**src/rtl/tm11_pkg.sv**
```systemverilog
// Shared definitions for the TM11 NPR data mover: Unibus cycle codes,
// controller and bus-cycle state encodings, and default bus timing.
package tm11_pkg;

   localparam int DESKEW_DEF  = 8;
   localparam int TIMEOUT_DEF = 1000;

   localparam logic [1:0] C_DATI  = 2'b00;
   localparam logic [1:0] C_DATO  = 2'b10;
   localparam logic [1:0] C_DATOB = 2'b11;

   typedef enum logic [2:0] {
      ST_IDLE,
      ST_LOAD,
      ST_FILL,
      ST_EMIT,
      ST_REQ,
      ST_FINISH
   } dma_state_t;

   typedef enum logic [2:0] {
      CY_IDLE,
      CY_GNT,
      CY_SETUP,
      CY_MSYN,
      CY_SSYNLO
   } cyc_state_t;

endpackage

```
**src/rtl/tm11_dma_if.sv**
```systemverilog
// Unibus NPR master-side signal bundle (request/grant, address, control,
// data and the MSYN/SSYN handshake).
interface tm11_dma_if;

   logic        npr_req;
   logic        npr_gnt;
   logic [17:0] a_out_h;
   logic [1:0]  c_out_h;
   logic [15:0] d_out_h;
   logic        msyn_out_h;
   logic [15:0] d_in_h;
   logic        ssyn_in_h;

   modport master (
      output npr_req, a_out_h, c_out_h, d_out_h, msyn_out_h,
      input  npr_gnt, d_in_h, ssyn_in_h
   );

   modport slave (
      input  npr_req, a_out_h, c_out_h, d_out_h, msyn_out_h,
      output npr_gnt, d_in_h, ssyn_in_h
   );

endinterface

```
**src/rtl/tm11_dma_npr_cycle.sv**
```systemverilog
// unibus_npr_cycle: one NPR bus cycle, GNT -> SETUP -> MSYN -> SSYNLO,
// with a non-existent-memory timeout. cyc_ok / cyc_nxm pulse in the clock
// the bus is released so the caller can update its address in step.
module unibus_npr_cycle
   import tm11_pkg::*;
#(
   parameter int DESKEW  = DESKEW_DEF,
   parameter int TIMEOUT = TIMEOUT_DEF
) (
   input  logic        CLOCK,
   input  logic        RESET_N,
   input  logic        abort,
   input  logic        go,
   input  logic [17:0] addr,
   input  logic [1:0]  code,
   input  logic [15:0] wdata,
   tm11_dma_if.master  bus,
   output logic [15:0] rdata,
   output logic        cyc_ok,
   output logic        cyc_nxm
);

   localparam int CW = 16;

   cyc_state_t  state_reg, state_next;
   logic [CW-1:0] cnt_reg, cnt_next;
   logic        req_reg, req_next;
   logic        msyn_reg, msyn_next;
   logic [17:0] a_reg, a_next;
   logic [1:0]  c_reg, c_next;
   logic [15:0] d_reg, d_next;
   logic [15:0] rdata_reg, rdata_next;

   // Sequencer registers
   always_ff @(posedge CLOCK or negedge RESET_N) begin
      if (!RESET_N) begin
         state_reg <= CY_IDLE;
         cnt_reg   <= '0;
         req_reg   <= 1'b0;
         msyn_reg  <= 1'b0;
         a_reg     <= '0;
         c_reg     <= '0;
         d_reg     <= '0;
         rdata_reg <= '0;
      end else begin
         state_reg <= state_next;
         cnt_reg   <= cnt_next;
         req_reg   <= req_next;
         msyn_reg  <= msyn_next;
         a_reg     <= a_next;
         c_reg     <= c_next;
         d_reg     <= d_next;
         rdata_reg <= rdata_next;
      end
   end

   // Next-state logic; releasing the bus clears request and all bus drivers
   always_comb begin
      state_next = state_reg;
      cnt_next   = cnt_reg;
      req_next   = req_reg;
      msyn_next  = msyn_reg;
      a_next     = a_reg;
      c_next     = c_reg;
      d_next     = d_reg;
      rdata_next = rdata_reg;
      cyc_ok     = 1'b0;
      cyc_nxm    = 1'b0;
      if (abort) begin
         state_next = CY_IDLE;
         req_next   = 1'b0;
         msyn_next  = 1'b0;
         a_next     = '0;
         c_next     = '0;
         d_next     = '0;
      end else begin
         case (state_reg)
            CY_IDLE: begin
               if (go) begin
                  state_next = CY_GNT;
                  req_next   = 1'b1;
                  a_next     = addr;
                  c_next     = code;
                  d_next     = wdata;
               end
            end
            CY_GNT: begin
               if (bus.npr_gnt) begin
                  state_next = CY_SETUP;
                  cnt_next   = '0;
               end
            end
            CY_SETUP: begin
               if (cnt_reg == CW'(DESKEW - 1)) begin
                  state_next = CY_MSYN;
                  msyn_next  = 1'b1;
                  cnt_next   = '0;
               end else begin
                  cnt_next = cnt_reg + 1'b1;
               end
            end
            CY_MSYN: begin
               if (bus.ssyn_in_h) begin
                  state_next = CY_SSYNLO;
                  msyn_next  = 1'b0;
                  rdata_next = bus.d_in_h;
               end else if (cnt_reg == CW'(TIMEOUT - 1)) begin
                  state_next = CY_IDLE;
                  msyn_next  = 1'b0;
                  req_next   = 1'b0;
                  a_next     = '0;
                  c_next     = '0;
                  d_next     = '0;
                  cyc_nxm    = 1'b1;
               end else begin
                  cnt_next = cnt_reg + 1'b1;
               end
            end
            CY_SSYNLO: begin
               if (!bus.ssyn_in_h) begin
                  state_next = CY_IDLE;
                  req_next   = 1'b0;
                  a_next     = '0;
                  c_next     = '0;
                  d_next     = '0;
                  cyc_ok     = 1'b1;
               end
            end
            default: state_next = CY_IDLE;
         endcase
      end
   end

   assign bus.npr_req    = req_reg;
   assign bus.msyn_out_h = msyn_reg;
   assign bus.a_out_h    = a_reg;
   assign bus.c_out_h    = c_reg;
   assign bus.d_out_h    = d_reg;
   assign rdata          = rdata_reg;

endmodule

```
**src/rtl/tm11_dma.sv**
```systemverilog
// tm11_dma: TM11 Unibus NPR data mover. Packs tape bytes into memory words
// (dir=0) or unpacks memory words into tape bytes (dir=1), tracking the
// controller's address and negative byte count.
// Optional: TM11_DMA_STATS_EN adds a 16-bit count of successful bus cycles.
module tm11_dma
   import tm11_pkg::*;
#(
   parameter int DESKEW  = DESKEW_DEF,
   parameter int TIMEOUT = TIMEOUT_DEF
) (
   input  logic        CLOCK,
   input  logic        RESET_N,
   input  logic        init_in_h,
   input  logic        start,
   input  logic        dir,
   input  logic [17:0] cma_in,
   input  logic [15:0] brc_in,
   output logic        busy,
   output logic        done,
   output logic        nxm,
   output logic [17:0] cma_out,
   output logic [15:0] brc_out,
   input  logic        in_valid,
   input  logic [7:0]  in_data,
   input  logic        in_last,
   output logic        in_ready,
   output logic        out_valid,
   output logic [7:0]  out_data,
   input  logic        out_ready,
   tm11_dma_if.master  bus,
   output logic [15:0] xfer_count
);

   dma_state_t  state_reg, state_next;
   logic        dir_reg, dir_next;
   logic [17:0] cma_reg, cma_next;
   logic [15:0] brc_reg, brc_next;
   logic        nxm_reg, nxm_next;
   logic [15:0] word_reg, word_next;
   logic        hi_reg, hi_next;
   logic        last_reg, last_next;
   logic [1:0]  code_reg, code_next;
   logic        go_reg, go_next;
   logic [15:0] brc_inc;
   logic [15:0] rdata;
   logic        cyc_ok;
   logic        cyc_nxm;

   assign brc_inc = brc_reg + 16'd1;

   unibus_npr_cycle #(
      .DESKEW  (DESKEW),
      .TIMEOUT (TIMEOUT)
   ) u_cycle (
      .CLOCK   (CLOCK),
      .RESET_N (RESET_N),
      .abort   (init_in_h),
      .go      (go_reg),
      .addr    (cma_reg),
      .code    (code_reg),
      .wdata   (word_reg),
      .bus     (bus),
      .rdata   (rdata),
      .cyc_ok  (cyc_ok),
      .cyc_nxm (cyc_nxm)
   );

   // Controller registers
   always_ff @(posedge CLOCK or negedge RESET_N) begin
      if (!RESET_N) begin
         state_reg <= ST_IDLE;
         dir_reg   <= 1'b0;
         cma_reg   <= '0;
         brc_reg   <= '0;
         nxm_reg   <= 1'b0;
         word_reg  <= '0;
         hi_reg    <= 1'b0;
         last_reg  <= 1'b0;
         code_reg  <= C_DATI;
         go_reg    <= 1'b0;
      end else begin
         state_reg <= state_next;
         dir_reg   <= dir_next;
         cma_reg   <= cma_next;
         brc_reg   <= brc_next;
         nxm_reg   <= nxm_next;
         word_reg  <= word_next;
         hi_reg    <= hi_next;
         last_reg  <= last_next;
         code_reg  <= code_next;
         go_reg    <= go_next;
      end
   end

   // Transfer control: byte packing/unpacking and bus-cycle issue
   always_comb begin
      state_next = state_reg;
      dir_next   = dir_reg;
      cma_next   = cma_reg;
      brc_next   = brc_reg;
      nxm_next   = nxm_reg;
      word_next  = word_reg;
      hi_next    = hi_reg;
      last_next  = last_reg;
      code_next  = code_reg;
      go_next    = 1'b0;
      if (init_in_h) begin
         state_next = ST_IDLE;
      end else begin
         case (state_reg)
            ST_IDLE: begin
               if (start) begin
                  state_next = ST_LOAD;
                  dir_next   = dir;
                  cma_next   = cma_in & 18'h3FFFE;
                  brc_next   = brc_in;
                  nxm_next   = 1'b0;
                  hi_next    = 1'b0;
                  last_next  = 1'b0;
               end
            end
            ST_LOAD: begin
               if (dir_reg) begin
                  state_next = ST_REQ;
                  code_next  = C_DATI;
                  go_next    = 1'b1;
               end else begin
                  state_next = ST_FILL;
               end
            end
            ST_FILL: begin
               if (in_valid) begin
                  brc_next = brc_inc;
                  if (!hi_reg) begin
                     word_next = {8'h00, in_data};
                     if (brc_inc == 16'd0 || in_last) begin
                        state_next = ST_REQ;
                        code_next  = C_DATOB;
                        go_next    = 1'b1;
                        last_next  = in_last;
                     end else begin
                        hi_next = 1'b1;
                     end
                  end else begin
                     word_next  = {in_data, word_reg[7:0]};
                     hi_next    = 1'b0;
                     state_next = ST_REQ;
                     code_next  = C_DATO;
                     go_next    = 1'b1;
                     last_next  = in_last;
                  end
               end
            end
            ST_EMIT: begin
               if (out_ready) begin
                  brc_next = brc_inc;
                  if (!hi_reg) begin
                     if (brc_inc == 16'd0) begin
                        state_next = ST_FINISH;
                     end else begin
                        hi_next = 1'b1;
                     end
                  end else begin
                     hi_next = 1'b0;
                     if (brc_inc == 16'd0) begin
                        state_next = ST_FINISH;
                     end else begin
                        state_next = ST_REQ;
                        code_next  = C_DATI;
                        go_next    = 1'b1;
                     end
                  end
               end
            end
            ST_REQ: begin
               if (cyc_ok) begin
                  cma_next = cma_reg + 18'd2;
                  if (dir_reg) begin
                     word_next  = rdata;
                     hi_next    = 1'b0;
                     state_next = ST_EMIT;
                  end else if (brc_reg == 16'd0 || last_reg) begin
                     state_next = ST_FINISH;
                  end else begin
                     state_next = ST_FILL;
                  end
               end else if (cyc_nxm) begin
                  nxm_next   = 1'b1;
                  state_next = ST_FINISH;
               end
            end
            ST_FINISH: state_next = ST_IDLE;
            default:   state_next = ST_IDLE;
         endcase
      end
   end

   assign busy      = (state_reg != ST_IDLE) && (state_reg != ST_FINISH);
   assign done      = (state_reg == ST_FINISH);
   assign nxm       = nxm_reg;
   assign cma_out   = cma_reg;
   assign brc_out   = brc_reg;
   assign in_ready  = (state_reg == ST_FILL) && !init_in_h;
   assign out_valid = (state_reg == ST_EMIT);
   assign out_data  = (state_reg == ST_EMIT) ? (hi_reg ? word_reg[15:8] : word_reg[7:0]) : 8'h00;

`ifdef TM11_DMA_STATS_EN
   logic [15:0] xfer_reg;

   // Successful bus cycles since reset; timeouts and aborts do not count
   always_ff @(posedge CLOCK or negedge RESET_N) begin
      if (!RESET_N) begin
         xfer_reg <= '0;
      end else if (cyc_ok && !init_in_h) begin
         xfer_reg <= xfer_reg + 16'd1;
      end
   end

   assign xfer_count = xfer_reg;
`else
   assign xfer_count = 16'd0;
`endif

endmodule

```
**src/flat_wrapper.sv**
```systemverilog
// flat-port wrapper written by rule: the top's interface ports become plain ports
module tm11_dma_flat import tm11_pkg::*;
#(
   parameter int DESKEW  = DESKEW_DEF,
   parameter int TIMEOUT = TIMEOUT_DEF
)
  (CLOCK, RESET_N, init_in_h, start, dir, cma_in, brc_in, busy, done, nxm, cma_out, brc_out, in_valid, in_data, in_last, in_ready, out_valid, out_data, out_ready, xfer_count, bus_npr_req, bus_a_out_h, bus_c_out_h, bus_d_out_h, bus_msyn_out_h, bus_npr_gnt, bus_d_in_h, bus_ssyn_in_h);
  tm11_dma_if bus_i ();
  input  logic CLOCK;
  input  logic RESET_N;
  input  logic init_in_h;
  input  logic start;
  input  logic dir;
  input  logic [17:0] cma_in;
  input  logic [15:0] brc_in;
  output logic busy;
  output logic done;
  output logic nxm;
  output logic [17:0] cma_out;
  output logic [15:0] brc_out;
  input  logic in_valid;
  input  logic [7:0] in_data;
  input  logic in_last;
  output logic in_ready;
  output logic out_valid;
  output logic [7:0] out_data;
  input  logic out_ready;
  output logic [15:0] xfer_count;
  output wire logic [$bits(bus_i.npr_req)-1:0] bus_npr_req;
  output wire logic [$bits(bus_i.a_out_h)-1:0] bus_a_out_h;
  output wire logic [$bits(bus_i.c_out_h)-1:0] bus_c_out_h;
  output wire logic [$bits(bus_i.d_out_h)-1:0] bus_d_out_h;
  output wire logic [$bits(bus_i.msyn_out_h)-1:0] bus_msyn_out_h;
  input wire logic [$bits(bus_i.npr_gnt)-1:0] bus_npr_gnt;
  input wire logic [$bits(bus_i.d_in_h)-1:0] bus_d_in_h;
  input wire logic [$bits(bus_i.ssyn_in_h)-1:0] bus_ssyn_in_h;
  assign bus_npr_req = bus_i.npr_req;
  assign bus_a_out_h = bus_i.a_out_h;
  assign bus_c_out_h = bus_i.c_out_h;
  assign bus_d_out_h = bus_i.d_out_h;
  assign bus_msyn_out_h = bus_i.msyn_out_h;
  assign bus_i.npr_gnt = bus_npr_gnt;
  assign bus_i.d_in_h = bus_d_in_h;
  assign bus_i.ssyn_in_h = bus_ssyn_in_h;
  tm11_dma #(.DESKEW(DESKEW), .TIMEOUT(TIMEOUT)) u_core (.CLOCK(CLOCK), .RESET_N(RESET_N), .init_in_h(init_in_h), .start(start), .dir(dir), .cma_in(cma_in), .brc_in(brc_in), .busy(busy), .done(done), .nxm(nxm), .cma_out(cma_out), .brc_out(brc_out), .in_valid(in_valid), .in_data(in_data), .in_last(in_last), .in_ready(in_ready), .out_valid(out_valid), .out_data(out_data), .out_ready(out_ready), .bus(bus_i), .xfer_count(xfer_count));
endmodule
```
**config.mk**
```make
export PLATFORM = sky130hd
export DESIGN_NAME = tm11_dma_flat
export DESIGN_NICKNAME = d
export VERILOG_FILES = /design/src/rtl/tm11_pkg.sv /design/src/rtl/tm11_dma_if.sv /design/src/rtl/tm11_dma_npr_cycle.sv /design/src/rtl/tm11_dma.sv /design/src/flat_wrapper.sv
export SDC_FILE = /design/constraint.sdc
export NUM_CORES = 1
export LEC_CHECK = 0
export ABC_CLOCK_PERIOD_IN_PS = 3500
export CORE_ASPECT_RATIO = 2
export CORE_MARGIN = 3
export CORE_UTILIZATION = 50
export CTS_CLUSTER_DIAMETER = 50
export DETAILED_ROUTE_END_ITERATION = 16
export PLACE_DENSITY = 0.87
export SLEW_MARGIN = 25
export SYNTH_ARGS = -nofsm -noshare
export SYNTH_HDL_FRONTEND = slang
export SYNTH_SLANG_ARGS = --single-unit
```
**constraint.sdc**
```tcl
create_clock -name CLOCK -period 3.5 [get_ports CLOCK]
set_input_delay 0.7 -clock CLOCK [delete_from_list [all_inputs] [get_ports CLOCK]]
set_output_delay 0.7 -clock CLOCK [all_outputs]
set_load 0.02 [all_outputs]
```
Word-level counts from Yosys, hierarchy flattened
Cells that the tools add are included.
{"block": "classes", "add_sub_neg": 3, "n_eq_ne": 40, "n_mux": 110, "bitwise_logic": 1, "n_reduce_logical": 34}
{"operator": "two-way mux 16 bit", "n": 16}
{"operator": "one-hot mux 16 bit (3 select lines)", "n": 3}
{"operator": "two-way mux 18 bit", "n": 7}
{"operator": "two-way mux 3 bit", "n": 20}
{"operator": "one-hot mux 18 bit (3 select lines)", "n": 1}
{"operator": "two-way mux 1 bit", "n": 37}
{"operator": "one-hot mux 18 bit (2 select lines)", "n": 1}
{"operator": "AND reduction 5 bit", "n": 7}
{"operator": "adder 16 x 1 -> 16 bit, second input constant", "n": 2}
{"operator": "zero test 16 bit", "n": 2}
{"operator": "one-hot mux 16 bit (2 select lines)", "n": 1}
{"operator": "one-hot mux 3 bit (5 select lines)", "n": 2}
{"operator": "two-way mux 2 bit", "n": 12}
{"operator": "inequality test 3 bit, second input constant", "n": 8}
{"operator": "adder 18 x 2 -> 18 bit, second input constant", "n": 1}
{"operator": "== test 16 x 10 -> 1 bit, second input constant", "n": 1}
{"operator": "== test 16 x 3 -> 1 bit, second input constant", "n": 1}
{"operator": "two-way mux 8 bit", "n": 2}
{"operator": "inequality test 2 bit, second input constant", "n": 8}
{"operator": "nonzero test 3 bit", "n": 5}
{"operator": "== test 3 x 2 -> 1 bit, second input constant", "n": 4}
{"operator": "inequality test 2 x 1 -> 1 bit, second input constant", "n": 6}
{"operator": "inequality test 4 x 2 -> 1 bit, second input constant", "n": 3}
{"operator": "one-hot mux 2 bit (3 select lines)", "n": 2}
{"operator": "other kinds (20)", "n": 36}
{"block": "word_totals", "reg_bits": 133, "output_inout_bits": 101, "elab_cells": 207}

Logic depth before layout (Yosys ltp)
Gate-level depths: netlist of run 1.
{"block": "depth", "ltp_word": 9, "depth_mapped": 10, "ltp_nobuf": 9}

Cells and area by module
A second synthesis of run 1 with hierarchy kept.
{"block": "hier_totals", "cells_unflattened": 851, "hier_area_um2": 7312.0}
{"module": "tm11_dma", "instances": 1, "cells_per_inst": 505, "area_per_inst_um2": 3935.0, "seq_area_each_um2": 1476.4}
{"module": "unibus_npr_cycle", "instances": 1, "cells_per_inst": 346, "area_per_inst_um2": 3377.0, "seq_area_each_um2": 1826.8}

Worst setup path before layout of run 1
Ideal clock, no wire load.
{"block": "synth_timing", "path_kind": "register to register", "start": "register u_core.brc_reg[0] (netlist: u_core.brc_out[0])", "end": "register u_core.code_reg[1]", "arrival_ps": 2584, "setup_slack_ps": 837, "stages_incl_launch_ff": 9, "synth_period_minus_slack_ps": 2663, "cell_sequence": "dfrtp_1 -> ha_1 -> nand2_1 -> nor4_1 -> mux2i_1 -> o2111ai_1 -> or4_1 -> a31oi_1 -> a2bb2oi_1"}
{"block": "synth_between", "elab_chain_cells": 5, "elab_cells_between_ends": 6, "cone_classes": "add/sub (1); eq/ne (2); reduce/logical (3)"}
{"item": "from (decl)", "line_no": "tm11_dma.sv:37", "text": "logic [15:0] brc_reg, brc_next;"}
{"item": "from (signal assigned)", "line_no": "tm11_dma.sv:85", "text": "brc_reg <= brc_next;"}
{"item": "adder 16 x 1 -> 16 bit (*)", "line_no": "tm11_dma.sv:49", "text": "assign brc_inc = brc_reg + 16'd1;"}
{"item": "zero test 16 bit (*)", "line_no": "tm11_dma.sv:136, tm11_dma.sv:165"}
{"item": "logical OR 1 bit", "line_no": "tm11_dma.sv:136", "text": "if (brc_inc == 16'd0 || in_last) begin"}
{"item": "inequality test 3 x 1 -> 1 bit (no line)"}
{"item": "AND reduction 8 bit (no line) (*)"}
{"item": "to (signal assigned)", "line_no": "tm11_dma.sv:90", "text": "code_reg <= code_next;"}
{"item": "to (decl)", "line_no": "tm11_dma.sv:42", "text": "logic [1:0] code_reg, code_next;"}
Mark *: on every way between the ends. The rest lies on a longest branch, timed or not.
A chain may end at the register's enable or synchronous reset.

Worst setup path in the final report of run 1
{"block": "layout_timing", "start": "register u_core.state_reg[2]", "end": "output port out_data[4]"}
{"block": "layout_between", "elab_chain_cells": 2}
{"item": "from (decl)", "line_no": "tm11_dma.sv:34", "text": "dma_state_t state_reg, state_next;"}
{"item": "from (signal assigned)", "line_no": "tm11_dma.sv:82", "text": "state_reg <= state_next;"}
{"item": "== test 3 x 2 -> 1 bit", "line_no": "tm11_dma.sv:205", "text": "assign out_data = (state_reg == ST_EMIT) ? (hi_reg ? word_reg[15:8] : word_reg[7:0]) : 8'h00;"}
{"item": "two-way mux 8 bit", "line_no": "tm11_dma.sv:205"}
{"item": "to (decl)", "line_no": "flat_wrapper.sv:26", "text": "output logic [7:0] out_data;"}
Every way passes these cells.

==> impl_metrics.env, run 1 <==
export IMPL_status="complete, no violations"
export IMPL_p_comb_share_pct=39.2
export IMPL_cts_tree="built"
export IMPL_hold_viol_final=0
export IMPL_finalCritPeriodShare_pct=91.0
export IMPL_p_leak_nw=3.91
export IMPL_placed_cell_area_um2=8530
export IMPL_p_int_w=0.00437
export IMPL_path_buf_inv=1
export IMPL_start_util_pct=51.5
export IMPL_coreArea_um2=13500
export IMPL_relSlewSlack_pct=34.5
export IMPL_avgSynthCellArea_um2=9.25
export IMPL_dr_pass1_iters=6
export IMPL_largest_reg_flops=18
export IMPL_p_switching_w=0.00286
export IMPL_synthCells=752
export IMPL_setup_viol=0
export IMPL_io_buffers=150
export IMPL_drv_cap=0
export IMPL_die_y_um=173
export IMPL_hold_path_class="input pin to async pin"
export IMPL_insertion_delay_ns=0.42
export IMPL_cts_resized=0
export IMPL_ir_drop_mv=0.406
export IMPL_grt_pass1_wl_um=32600
export IMPL_critPathTopFamily="simple AND/OR/NAND/NOR gates"
export IMPL_crit_arrival_ns=2.49
export IMPL_tns_ns=0
export IMPL_dieArea_um2=15500
export IMPL_critical_path_required_ns=2.80
export IMPL_vias=6571
export IMPL_yosys_area_share_simple_pct=19.2
export IMPL_critPathCaptureType="primary output"
export IMPL_synth_area_leader_cell="dfrtp_1"
export IMPL_drtAntennaViolNets=0
export IMPL_synthMuxAreaShare_pct=4.77
export IMPL_hold_buffers=0
export IMPL_cpMostUsedCell="nor2_1"
export IMPL_first_global_vias=6587
export IMPL_totalWireLength_um=20200
export IMPL_most_common_layout_cells="clkdlybuf4s50_1, dfrtp_1, a21oi_1, nor2_1, nand2_1"
export IMPL_synth_seq_area_share_pct=47.5
export IMPL_rsz0062_at_grt="false"
export IMPL_final_setup_skew_ns=0.00828
export IMPL_num_rows=60
export IMPL_post_route_min_period_ns=3.19
export IMPL_cts_buffer_depth=2
export IMPL_grt_start_max_net_pins=51
export IMPL_cts_sinks=132
export IMPL_regToRegStartpoint="u_core.brc_out[1]"
export IMPL_reg2regPathDepth=8
export IMPL_synth_edf_count=0
export IMPL_clock_fmax_mhz=314
export IMPL_syn_to_final_growth_pct=31.5
export IMPL_num_fill_cells=1016
export IMPL_finalMaxSlewViolations=0
export IMPL_finalInstanceArea_um2=9150
export IMPL_async_flop_share_pct=100
export IMPL_power_share_clock_pct=24.9
export IMPL_clk_pin_slew_ns=0.06
export IMPL_worst_r2r_setup_slack_ns=0.49
export IMPL_post_route_drc_count=0
export IMPL_crit_slowest_cell="clkdlybuf4s50_1"
export IMPL_ys_flop_type="dfrtp_1"
export IMPL_synth_xor_area_share_pct=2.01
export IMPL_synth_top_family_by_area="compound AO/OA/AOI/OAI gates"
export IMPL_dp_hpwl_um=13900
export IMPL_nets=963
export IMPL_drive_gt1_share_pct=12.2
export IMPL_synth_cell_types=60
export IMPL_critPathMaxFanout=16
export IMPL_tightest_slew_ns=0.982
export IMPL_post_cts_buffers=0
export IMPL_gr_usage_all_layers_pct=26.7
export IMPL_drtIter0Drc=434
export IMPL_synth_area_um2=6960
export IMPL_synth_top_cells_by_area="dfrtp_1, a21oi_1, a22o_2"
export IMPL_critPathLaunchType="flop"
export IMPL_antenna_found_initial=5
export IMPL_power_frac_seq_pct=35.9
export IMPL_ys_seq_elements=132
export IMPL_cpPeakStageDelay_ns=0.64
export IMPL_wl_per_cell_um=19.0
export IMPL_globalplace_congestion=0.922
export IMPL_grt_overflow=0
export IMPL_synthAdderAreaFrac_pct=0.719
export IMPL_htreeDepth=4
export IMPL_path_cells="nor2_1 -> nand2_1 -> nor2_1 -> clkdlybuf4s50_1"
export IMPL_power_density_nw_per_um2=791
export IMPL_cts_buffers=17
export IMPL_vias_per_cell=6.18
export IMPL_switching_share_pct=39.5
export IMPL_synthDominantCellAreaShare_pct=47.5
export IMPL_root_buffer="clkbuf_16"
export IMPL_ys_warn_count=0
export IMPL_path_class="flop to primary output"
export IMPL_reg2reg_to="u_core.code_reg[1]"
export IMPL_mostFrequentLayoutCell="clkdlybuf4s50_1"
export IMPL_io_pins=169
export IMPL_die_w_um=89.4
export IMPL_synth_compound_area_share_pct=20.0
==> final cells by class <==
type,count,area [um^2],area share (%)
clock inverter,13,149,1.63
sequential,132,3300,36.1
antenna,5,12.5,0.137
inverter,16,60.1,0.657
clock buffer,19,453,4.95
multi-input combinational,555,3320,36.3
timing repair buffer,169,1650,18.1
tap,155,194,2.12
==> cell usage after synthesis, drive strengths merged (2+ instances only) <==
master / instances
dfrtp: 132
a21oi: 77
nor2: 72
nand2: 63
o21ai: 54
clkbuf: 36
a22o: 35
nand3: 33
and3: 32
buf: 29
nor3: 24
mux2: 17
inv: 16
o22ai: 16
mux2i: 14
nor4: 14
xnor2: 13
nand4: 7
a31oi: 5
a22oi: 4
a2bb2oi: 4
ha: 4
or2: 4
or3: 4
or4: 4
and2: 3
o32ai: 3
xor2: 3
a211oi: 2
a31o: 2
a32o: 2
nand2b: 2
nand3b: 2
nor2b: 2
o211ai: 2
o31ai: 2
o41ai: 2
==> per-stage QoR <==
stage	util, %	worst slack (ns)	total power, W	hold WS [ns]	std cells
after floorplan	-	0.837	0.00417	0.404	768
after global placement	63.1	0.589	0.00529	0.471	1027
after detailed placement	63.1	0.558	0.00539	0.481	1027
after CTS	67.6	0.352	0.00722	0.331	1059
after global routing	67.7	0.242	0.00760	0.353	1064
final	67.7	0.314	0.00723	0.301	1064
==> worst reg2reg max path, delay by kind of cell, from the launching register on <==
kind            cells  cell delay (ns)
simple gates        3             1.16
flops               1             0.46
compound gates      3             0.85
mux                 1             0.27
fa+ha+maj           1             0.21
==> cell families after synthesis <==
kind of cell,after synthesis
and+or+nand+nor,269
AOI/OAI and AO/OA,218
other,1
muxes,31
buffers and inverters,81
DFF,132
adders and majority gates,4
xor gates and xnor gates,16
==> worst max path at each step <==
stage                         from  slack, ns  depth (start not counted)                  to
2_1_floorplan    u_core.brc_out[0]       0.84                          8  u_core.code_reg[1]
3_3_place_gp             init_in_h       0.59                          3            in_ready
3_5_place_dp             init_in_h       0.56                          7   u_core.cma_out[5]
4_1_cts        u_core.state_reg[2]       0.35                          4         out_data[4]
5_1_grt        u_core.state_reg[2]       0.24                          4         out_data[4]
6_report       u_core.state_reg[2]       0.31                          4         out_data[4]
==> power by group through the flow <==
stage | Clock, W | Sequential (W) | Combinational (W)
detailed placement | 0 | 0.00259 | 0.00280
floorplan | 0 | 0.00273 | 0.00144
finish | 0.00180 | 0.00260 | 0.00283
global placement | 0 | 0.00257 | 0.00272
CTS | 0.00180 | 0.00258 | 0.00284
global route | 0.00187 | 0.00266 | 0.00307
==> layer usage <==
metal  global-route usage [%]  part of all wire, %  up-vias
met1                     29.2                   34     3166
met3                     5.25                  6.0       83
met2                     45.3                   54      336
met5                        0                    0        -
met4                     16.6                  5.4        0
li1                         -                    -     2986
Note: power is estimated with default switching activity, not from simulation.
==> run 2: changes to the inputs <==
--- a/config.mk
+++ b/config.mk
@@ -5,7 +5,6 @@
 export SDC_FILE = /design/constraint.sdc
 export NUM_CORES = 1
 export LEC_CHECK = 0
-export ABC_CLOCK_PERIOD_IN_PS = 3500
 export CORE_ASPECT_RATIO = 2
 export CORE_MARGIN = 3
 export CORE_UTILIZATION = 50
==> results of run 2 <==
The final DEF is identical to that of run 1; final timing and power are the same.
==> run 3: changes to the inputs <==
--- a/config.mk
+++ b/config.mk
@@ -5,9 +5,10 @@
 export SDC_FILE = /design/constraint.sdc
 export NUM_CORES = 1
 export LEC_CHECK = 0
+export ABC_AREA = 1
 export CORE_ASPECT_RATIO = 2
 export CORE_MARGIN = 3
-export CORE_UTILIZATION = 50
+export CORE_UTILIZATION = 51
 export CTS_CLUSTER_DIAMETER = 50
 export DETAILED_ROUTE_END_ITERATION = 16
 export PLACE_DENSITY = 0.87
==> run 3 against run 2 <==
  * Synthesized cell count increased by 26%
  * Core utilization increased by 0.75 points
  * Flip-flop and latch count unchanged
  * Largest cell class unchanged
==> impl_metrics.env, run 3 <==
export IMPL_worst_r2r_setup_slack_ns=0.95
export IMPL_ys_flop_type="dfrtp_1"
export IMPL_ys_seq_elements=132
export IMPL_wl_per_cell_um=16.5
export IMPL_post_route_min_period_ns=3.25
export IMPL_final_setup_skew_ns=0.0142
export IMPL_globalplace_congestion=0.922
export IMPL_first_global_vias=6947
export IMPL_path_class="flop to primary output"
export IMPL_synth_area_leader_cell="dfrtp_1"
export IMPL_start_util_pct=52.6
export IMPL_largest_reg_flops=18
export IMPL_cts_tree="built"
export IMPL_synth_seq_area_share_pct=44.7
export IMPL_synth_area_um2=7390
export IMPL_synth_commonest_cells="nand2_1, dfrtp_1, nor2_1"
export IMPL_cts_buffers=17
export IMPL_tightest_slew_ns=1.05
export IMPL_clock_fmax_mhz=308
export IMPL_multi_input_area_um2=3440
export IMPL_synth_edf_count=0
export IMPL_io_pins=169
export IMPL_avgSynthCellArea_um2=7.77
export IMPL_grt_start_max_net_pins=64
export IMPL_path_cells="buf_4 -> nor2_1 -> a211oi_1 -> clkdlybuf4s50_1"
export IMPL_seqCellArea_um2=3300
export IMPL_coreArea_um2=14000
export IMPL_cts_buffer_depth=2
export IMPL_synth_top_cells_by_area="dfrtp_1, nand2_1, nor2_1"
export IMPL_most_common_layout_cells="nand2_1, clkdlybuf4s50_1, dfrtp_1, nor2_1, inv_1"
export IMPL_totalWireLength_um=21400
export IMPL_synth_most_common_cell="nand2_1"
export IMPL_critPathLaunchType="flop"
export IMPL_die_w_um=91.1
export IMPL_dp_hpwl_um=15600
export IMPL_syn_to_final_growth_pct=30.0
export IMPL_insertion_delay_ns=0.41
export IMPL_synthDominantCellAreaShare_pct=44.7
export IMPL_drv_cap=0
export IMPL_rsz0062_at_grt="false"
export IMPL_nets=1168
export IMPL_drtAntennaViolNets=0
export IMPL_drive_gt1_share_pct=10.5
export IMPL_dieArea_um2=16100
export IMPL_reg2regPathDepth=12
export IMPL_grt_pass1_wl_um=34300
export IMPL_die_y_um=176
export IMPL_clk_pin_slew_ns=0.07
export IMPL_num_rows=61
export IMPL_gr_usage_all_layers_pct=26.9
export IMPL_finalPower_w=0.00826
export IMPL_cpPeakStageDelay_ns=0.73
export IMPL_reg2reg_to="u_core.brc_out[11]"
export IMPL_ys_warn_count=0
export IMPL_critPathMaxFanout=19
export IMPL_tns_ns=0
export IMPL_dr_pass1_iters=7
export IMPL_synthCells=951
export IMPL_grt_overflow=0
export IMPL_status="complete, no violations"
export IMPL_antenna_found_initial=2
export IMPL_crit_arrival_ns=2.55
export IMPL_post_cts_buffers=0
export IMPL_finalCritPeriodShare_pct=92.7
export IMPL_vias=7103
export IMPL_io_buffers=150
export IMPL_crit_slowest_cell="dfrtp_1"
export IMPL_async_flop_share_pct=100
export IMPL_htreeDepth=4
export IMPL_num_fill_cells=1162
export IMPL_setup_viol=0
export IMPL_critPathCaptureType="primary output"
export IMPL_power_density_nw_per_um2=859
export IMPL_synth_cell_types=43
export IMPL_hold_viol_final=0
export IMPL_finalMaxSlewViolations=0
export IMPL_post_route_drc_count=0
export IMPL_regToRegStartpoint="u_core.state_reg[1]"
export IMPL_relSlewSlack_pct=30.2
export IMPL_drtIter0Drc=529
export IMPL_cts_sinks=132
export IMPL_root_buffer="clkbuf_16"
export IMPL_ir_drop_mv=0.493
export IMPL_hold_path_class="input pin to async pin"
export IMPL_critical_path_required_ns=2.80
export IMPL_mostFrequentLayoutCell="nand2_1"
export IMPL_p_leak_nw=4.33
export IMPL_vias_per_cell=5.47
[run 3: routing by layer]
layer	up-vias	routed length, um	GRT usage (%)
met5	-	0	0
met4	0	929	13.4
met3	57	1020	4.61
met2	260	11900	50.4
met1	3381	7620	28.6
li1	3405	-	-
[run 3: worst max path at each step]
stage                        startpoint                       endpoint  slack, ns  depth (start not counted)
floorplan                 u_core.hi_reg                    out_data[3]       1.25                          4
global route        u_core.state_reg[1]                    out_data[1]       0.15                          7
CTS                 u_core.state_reg[1]                    out_data[1]       0.10                          7
finish                    u_core.hi_reg                    out_data[5]       0.25                          4
global placement              init_in_h  u_core.u_cycle.bus.a_out_h[8]       0.56                          9
detailed placement            init_in_h  u_core.u_cycle.bus.a_out_h[7]       0.50                          9
[run 3: per-stage QoR]
step | area, um^2 | util (%) | cells | worst slack, ns | hold slack (ns)
global route | 9610 | 68.4 | 1299 | 0.148 | 0.329
finish | 9610 | 68.4 | 1299 | 0.255 | 0.291
floorplan | 7450 | - | 967 | 1.25 | 0.404
detailed placement | 8980 | 64.0 | 1266 | 0.503 | 0.466
CTS | 9600 | 68.4 | 1297 | 0.102 | 0.315
global placement | 8980 | 64.0 | 1266 | 0.555 | 0.461
[run 3: timing repair]
action / CTS / global route
hold buffers: 0 / 0
endpoints found under the hold margin: 0 / 0
gates resized for setup: 0 / 1
endpoints found under the setup margin: 0 / 1
[run 3: worst max-delay path, delay by kind of cell (launching register included)]
family / cells / cell delay, ns
AO/OA/AOI/OAI: 1 / 0.35
buffers and inverters: 2 / 0.98
flip-flops: 1 / 0.73
AND/OR/NAND/NOR: 1 / 0.07
[run 3: cells by family (layout without fill, tap and decap cells)]
| group | Yosys count | count (layout) | synth area share [%] |
|---|---|---|---|
| compound gates | 182 | 182 | 15.8 |
| other cells | 1 | 19 | 0.0507 |
| flops | 132 | 132 | 44.7 |
| simple gates | 465 | 465 | 27.9 |
| buf+inv | 156 | 297 | 9.63 |
| xor+xnor | 11 | 11 | 1.30 |
| fa+ha+maj | 4 | 4 | 0.677 |
[run 3: final cells by class]
class                      instances  area share (%)
multi-input combinational        679            35.8
inverter                         104            4.06
clock inverter                    12            1.85
sequential                       132            34.4
timing repair buffer             162            16.8
clock buffer                      19            4.61
antenna                            2          0.0521
tap                              189            2.46
[run 3: power breakdown]
part | leakage [nW] | switching (W) | internal (W)
sequential | 1.69 | 0.000555 | 0.00212
combinational | 2.34 | 0.00224 | 0.00145
clock | 0.304 | 0.000674 | 0.00121
total | 4.33 | 0.00347 | 0.00479
